`config.mk`:
```
export PLATFORM = sky130hd
export DESIGN_NAME = instr_mem_responder
export DESIGN_NICKNAME = d
export VERILOG_FILES = /design/src/rtl/instr_mem_responder.sv
export SDC_FILE = /design/constraint.sdc
export NUM_CORES = 2
export LEC_CHECK = 0
export BUFFER_PORTS_ARGS = -buffer_cell sky130_fd_sc_hd__buf_2
export CAP_MARGIN = 20
export CORE_ASPECT_RATIO = 1.4
export CORE_MARGIN = 2
export CORE_UTILIZATION = 35
export CTS_BUF_LIST = sky130_fd_sc_hd__clkbuf_16
export DETAILED_ROUTE_END_ITERATION = 12
export GPL_ROUTABILITY_DRIVEN = 0
export HOLD_SLACK_MARGIN = 0.12
export PLACE_DENSITY = 0.58
export SLEW_MARGIN = 20
export SYNTH_ARGS = -nofsm -noshare
export SYNTH_HDL_FRONTEND = slang
export SYNTH_SLANG_ARGS = --single-unit
```
`constraint.sdc`:
```
create_clock -name clk -period 2.6 [get_ports clk]
set_clock_uncertainty 0.2 [all_clocks]
set_input_delay 0 -clock clk [delete_from_list [all_inputs] [get_ports clk]]
set_output_delay 0 -clock clk [all_outputs]
set_load 0.005 [all_outputs]
```
`src/rtl/instr_mem_responder.sv`:
```
// Instruction-fetch responder: accepts byte-addressed fetch requests and
// returns words from a loader-writable store after WAIT_CYCLES wait states.
module instr_mem_responder #(
  parameter int               ADDR_W      = 8,
  parameter int               DATA_W      = 32,
  parameter int               DEPTH       = 64,
  parameter int               WAIT_CYCLES = 1,
  parameter logic [DATA_W-1:0] NOP_WORD   = 32'h00000013
) (
  input  logic              clk,
  input  logic              rst,
  input  logic              req_valid,
  input  logic [ADDR_W-1:0] req_addr,
  output logic              req_ready,
  input  logic              flush,
  output logic              resp_valid,
  input  logic              resp_ready,
  output logic [DATA_W-1:0] resp_instr,
  output logic [ADDR_W-1:0] resp_addr,
  output logic              misaligned_err,
  input  logic              wr_en,
  input  logic [ADDR_W-1:0] wr_addr,
  input  logic [DATA_W-1:0] wr_data
);
  localparam int IDX_W = $clog2(DEPTH);

  typedef enum logic [1:0] {S_IDLE, S_WAIT, S_RESP} state_t;

  state_t            state, state_nxt;
  logic [DATA_W-1:0] mem [DEPTH];
  logic [3:0]        cnt;
  logic              accept, misal;
  logic              unused_wr_lsb;

  assign accept        = (state == S_IDLE) && req_valid && !flush;
  assign misal         = |req_addr[1:0];
  assign unused_wr_lsb = ^wr_addr[1:0];

  always_ff @(posedge clk or posedge rst) begin
    if (rst) state <= S_IDLE;
    else     state <= state_nxt;
  end

  always_comb begin
    state_nxt = state;
    unique case (state)
      S_IDLE: if (accept)             state_nxt = misal ? S_RESP : S_WAIT;
      S_WAIT: if (flush)              state_nxt = S_IDLE;
              else if (cnt == 4'd0)   state_nxt = S_RESP;
      S_RESP: if (flush || resp_ready) state_nxt = S_IDLE;
      default:                        state_nxt = S_IDLE;
    endcase
  end

  always_comb begin
    req_ready  = (state == S_IDLE);
    resp_valid = (state == S_RESP);
  end

  // Response registers only move on accept and WAIT exit, so they stay
  // frozen through RESP regardless of loader writes.
  always_ff @(posedge clk or posedge rst) begin
    if (rst) begin
      resp_instr     <= '0;
      resp_addr      <= '0;
      misaligned_err <= 1'b0;
      cnt            <= 4'd0;
    end else if (accept) begin
      resp_addr <= req_addr;
      if (misal) begin
        resp_instr     <= NOP_WORD;
        misaligned_err <= 1'b1;
      end else begin
        cnt <= 4'(WAIT_CYCLES - 1);
      end
    end else if (state == S_WAIT && !flush) begin
      if (cnt != 4'd0) begin
        cnt <= cnt - 4'd1;
      end else begin
        resp_instr     <= mem[resp_addr[IDX_W+1:2]];
        misaligned_err <= 1'b0;
      end
    end
  end

  // Nonblocking read above and write here give read-before-write on a shared edge.
  always_ff @(posedge clk) begin
    if (wr_en) mem[wr_addr[IDX_W+1:2]] <= wr_data;
  end
endmodule

```
# == After elaboration in Yosys (flattened, before gate mapping) ==
# Memory sizes are Yosys's and may differ from the RTL's.
# Cells that the tools add are included.
# totals
elab_cells,49
memories,1
ram_bits,2048
register_bits,47
output_inout_bits,43
# memory_table
name,depth,width,rd,rd_ports_with_merged_regs,write_ports,line,text
mem,64,32,1,0,1,30,logic [DATA_W-1:0] mem [DEPTH];
# classes
mux,20
eq_ne,8
n_addsub,1
reduce_logical,14
# ops
cell,n
32-bit 2-to-1 mux,4
4-bit 2-to-1 mux,4
2-bit 2-to-1 mux,5
3-bit AND reduction,3
1-bit 2-to-1 mux,6
2-bit by 1-bit inequality test with 1-bit output (second input constant),3
2-bit one-hot mux with 3 select lines,1
4-bit logical NOT,1
2-bit inequality test (second input constant),2
2-bit nonzero test,2
4-bit nonzero test,1
4-bit by 1-bit subtractor with 4-bit output (second input constant),1
1-bit logical AND,3
3-bit inequality test (second input constant),1
2-bit by 1-bit equality test with 1-bit output (second input constant),1
2-bit equality test (second input constant),1
2-bit logical NOT,1
2-bit OR reduction,1
1-bit logical NOT,1
1-bit logical OR,1

# == Logic depth before layout (Yosys ltp) ==
# depth
ltp_word,5
ltp_mapped,13
depth_no_buf,8

# == Worst setup path before layout ==
# No wires, ideal clock.
# synth_timing
path_type,input-to-reg
from,input port wr_addr[7]
to,memory mem[48][0] (enable)
setup_slack_ps,-947
setup_time_ps,461
required_time_ps,1939
path_stages,4
arrival_ps,2886
path_buffers,1
path_cell_list,clkbuf_1 nand3_1 or3_1 nor3_1
# synth_rtl
element,line,text
"start, declared",22,"input logic [ADDR_W-1:0] wr_addr,"
"end, declared",30,
# No word-level cell before the write port.

# == Final worst setup path ==
# layout_timing
from,register resp_addr[2]
to,register resp_instr[26]
# layout_via
elab_chain_len,4
# layout_lines
element,line,text
"start, declared",19,"output logic [ADDR_W-1:0] resp_addr,"
"start signal, assigned",69,resp_addr <= req_addr;
memory read 64 x 32 bit,n/a,
32-bit 2-to-1 mux,77,if (cnt != 4'd0) begin
32-bit 2-to-1 mux,76,end else if (state == S_WAIT && !flush) begin
32-bit 2-to-1 mux,68,end else if (accept) begin
"end signal, assigned",80,resp_instr <= mem[resp_addr[IDX_W+1:2]];
"end, declared",18,"output logic [DATA_W-1:0] resp_instr,"
# Every way passes these cells. The select of a mux whose other input is x is not followed.
# A chain may end at the register's enable or synchronous reset.

==> flow_metrics.env <==
export IMPL_run_status="finished with violations"
export IMPL_violations="setup timing"
export IMPL_drive_gt1_share_pct=38.1
export IMPL_ys_seq_area_share_pct=78.1
export IMPL_hold_viol=0
export IMPL_grt_total_usage_pct=20.9
export IMPL_path_class="register to register"
export IMPL_drcViolationCount=0
export IMPL_total_power_mw=83.8
export IMPL_synth_edf_count=2048
export IMPL_async_reset_ff_share_pct=2.24
export IMPL_wl_per_cell_um=32.3
export IMPL_nFillCells=19500
export IMPL_synth_warnings=0
export IMPL_dr_pass1_iters=5
export IMPL_via_count=42500
export IMPL_path_buf_inv=4
export IMPL_initial_core_util_pct=35.1
export IMPL_synth_cell_types=58
export IMPL_antenna_left=0
export IMPL_antenna_found_initial=9
export IMPL_path_clk_slew_ps=70
export IMPL_ys_ff_latch=2095
export IMPL_placementRows=208
export IMPL_htree_levels=4
export IMPL_crit_path_start_kind="register"
export IMPL_min_path_type="input port to register"
export IMPL_dp_hpwl_mm=143
export IMPL_cp_max_fo=7
export IMPL_max_slew_worst_pin_slew_ps=1130
export IMPL_pre_cts_slack_ps=-758
export IMPL_cp_slowest_cell="dfrtp_4"
export IMPL_area_sequential_mm2=0.0627
export IMPL_fin_tns_setup_ps=-5500
export IMPL_cts_sinks=2095
export IMPL_syn_nets=3697
export IMPL_final_cell_count_no_fill=7645
export IMPL_fin_hold_ws_ps=131
export IMPL_grt_ovfl_total=0
export IMPL_fp_dieArea_mm2=0.233
export IMPL_clk_latency_ps=860
export IMPL_fin_ws_ps=-325
export IMPL_grt_pass1_vias=43200
export IMPL_fmax_mhz=342
export IMPL_multi_input_area_mm2=0.0181
export IMPL_pin_count=97
export IMPL_cts_buffer_depth=4
export IMPL_syn_area_per_cell_um2=22.0
export IMPL_ys_dominant_reg_cell="edfxtp_1"
export IMPL_postSynthCellCount=3641
export IMPL_cp_cell_sequence="buf_12 -> buf_12 -> buf_16 -> buf_16 -> mux4_2 -> mux4_2 -> nand3_2 -> o211ai_1 -> a31o_2"
export IMPL_cap_violations=0
export IMPL_power_density_cell_area_mw_per_mm2=842
export IMPL_relSlewSlack_pct=24.7
export IMPL_cp_data_arrival_time_ps=3460
export IMPL_root_buffer="clkbuf_16"
export IMPL_finalCriticalPeriod_ps=2930
export IMPL_endpoint_kind="register"
export IMPL_stdcell_area_mm2=0.0995
export IMPL_grt_start_max_net_pins=65
export IMPL_syn_cell_area_mm2=0.0803
export IMPL_slew_violations=0
export IMPL_placed_area_mm2=0.0893
export IMPL_drt_total_wl_mm=247
export IMPL_p_leak_nw=32.3
export IMPL_vias_per_cell=5.56
export IMPL_synthToLayoutAreaGrowth_pct=24.0
export IMPL_die_h_um=571
export IMPL_path_delay_family="multiplexers"
export IMPL_critical_path_max_stage_delay_ps=510
export IMPL_final_nets=4502
export IMPL_rsz0062_at_grt="yes"
export IMPL_core_mm2=0.229
export IMPL_grt_pass1_wl_mm=342
export IMPL_min_period_over_period_pct=113
export IMPL_die_w_um=409
export IMPL_cp_required_ps=3130
export IMPL_cts_inserted_buffers=199
export IMPL_cts_tree="built"
export IMPL_vdd_ir_drop_worst_mv=0.548
export IMPL_setup_viol=31
export IMPL_placedCellCount=7070
export IMPL_drt_iter0_drc=4249
export IMPL_port_buffers=94
export IMPL_final_core_util_pct=43.5
[routing by layer]
| layer | wire length (um) | vias up | track usage, % |
|---|---|---|---|
| met2 | 128000 | 1704 | 36.9 |
| met1 | 92800 | 23400 | 26.0 |
| li1 | - | 17000 | - |
| met4 | 10200 | 8 | 8.27 |
| met5 | 39 | - | 0 |
| met3 | 16500 | 390 | 2.96 |
[logic make-up (layout without fill, tap and decap cells)]
kind of cell	Yosys count	count (layout)	share of synthesized area, %
flip-flops	2095	2095	78.1
multiplexers	695	695	15.8
AND/OR/NAND/NOR	343	343	1.98
AO/OA/AOI/OAI	303	303	2.75
buffers and inverters	201	1157	1.38
adder cells (fa/ha/maj)	2	2	0.0312
XOR/XNOR	2	2	0.0218
other	0	3	0
[synth_stat cells, drive strengths merged (9+ instances only)]
library cell,instances,area share (%)
o221ai,12,0.13
nand2,85,0.40
a32o,12,0.15
o211ai,12,0.11
edfxtp,2048,77
nor3,14,0.087
nor2,125,0.58
inv,9,0.042
dfrtp,47,1.5
o21ai,33,0.21
and2,11,0.086
buf,135,1.1
clkbuf,57,0.27
mux4,449,13
a22o,13,0.14
a2111oi,15,0.16
mux2i,178,2.2
nand3,35,0.22
a21oi,23,0.14
o22ai,47,0.37
or4,9,0.084
mux2,68,0.95
a221oi,15,0.16
a211oi,33,0.31
a22oi,51,0.48
nor2b,25,0.19
[report_power, final]
group / total, mW / internal, mW / switching (mW) / leakage [nW]
logic: 18.1 / 8.98 / 9.13 / 10.2
clock network: 27.8 / 15.4 / 12.4 / 3.14
registers: 37.9 / 37.5 / 0.415 / 19.0
total: 83.8 / 61.9 / 21.9 / 32.3
[worst paths after layout]
path / startpoint / endpoint / slack [ps] / depth (start not counted)
setup reg to reg: resp_addr[2] / resp_instr[26] / -330 / 9
hold / removal: wr_data[26] / mem[59][26] / 130 / 2
setup / recovery: resp_addr[2] / resp_instr[26] / -330 / 9
hold reg to reg: misaligned_err / misaligned_err / 300 / 1
min in group asynchronous: rst / resp_instr[1] / 210 / 5
max in group asynchronous: rst / cnt[2] / 1620 / 5
[timing repair]
item / in CTS / in global routing
gates cloned: 20 / 1
hold buffers: 89 / 1
pin swaps: 72 / 61
setup buffers: 86 / 40
gates resized for setup: 270 / 128
setup endpoints to repair: 32 / 33
endpoints found under the hold margin: 3957 / 22
[placed cells by master, fill, tap and decap left out, types with 24 or more instances in the layout]
cell / n
a22oi_1: 31
buf_12: 148
buf_16: 24
buf_2: 93
buf_4: 375
buf_6: 42
clkbuf_16: 202
clkinv_1: 49
clkinv_2: 27
dfrtp_1: 42
dlygate4sd3_1: 88
edfxtp_1: 2048
inv_1: 51
mux2_2: 60
mux2i_1: 152
mux4_2: 449
nand2_1: 77
nor2_1: 50
nor2_4: 68
o22ai_1: 31
[final cells by class]
cell class,instances,area share (%)
tap,3045,3.83
clock buffer,201,5.05
inverter,9,0.0415
antenna,3,0.00754
clock inverter,151,1.06
multi-input combinational,1345,18.2
sequential,2095,63.0
timing repair buffer,796,8.77
[worst reg2reg max path, cell delays in order, from the launching register on]
cell,delay [ps]
dfrtp_4,510
buf_12,160
buf_12,130
buf_16,160
buf_16,150
mux4_2,400
mux4_2,500
nand3_2,100
o211ai_1,220
a31o_2,290
[state kept, by name (all words and copies together) (netlist names)]
| signal | flops |
|---|---|
| cnt | 4 |
| mem | 2048 |
| misaligned_err | 1 |
| resp_addr | 8 |
| resp_instr | 32 |
| state | 2 |
(Power assumes the default switching activity.)
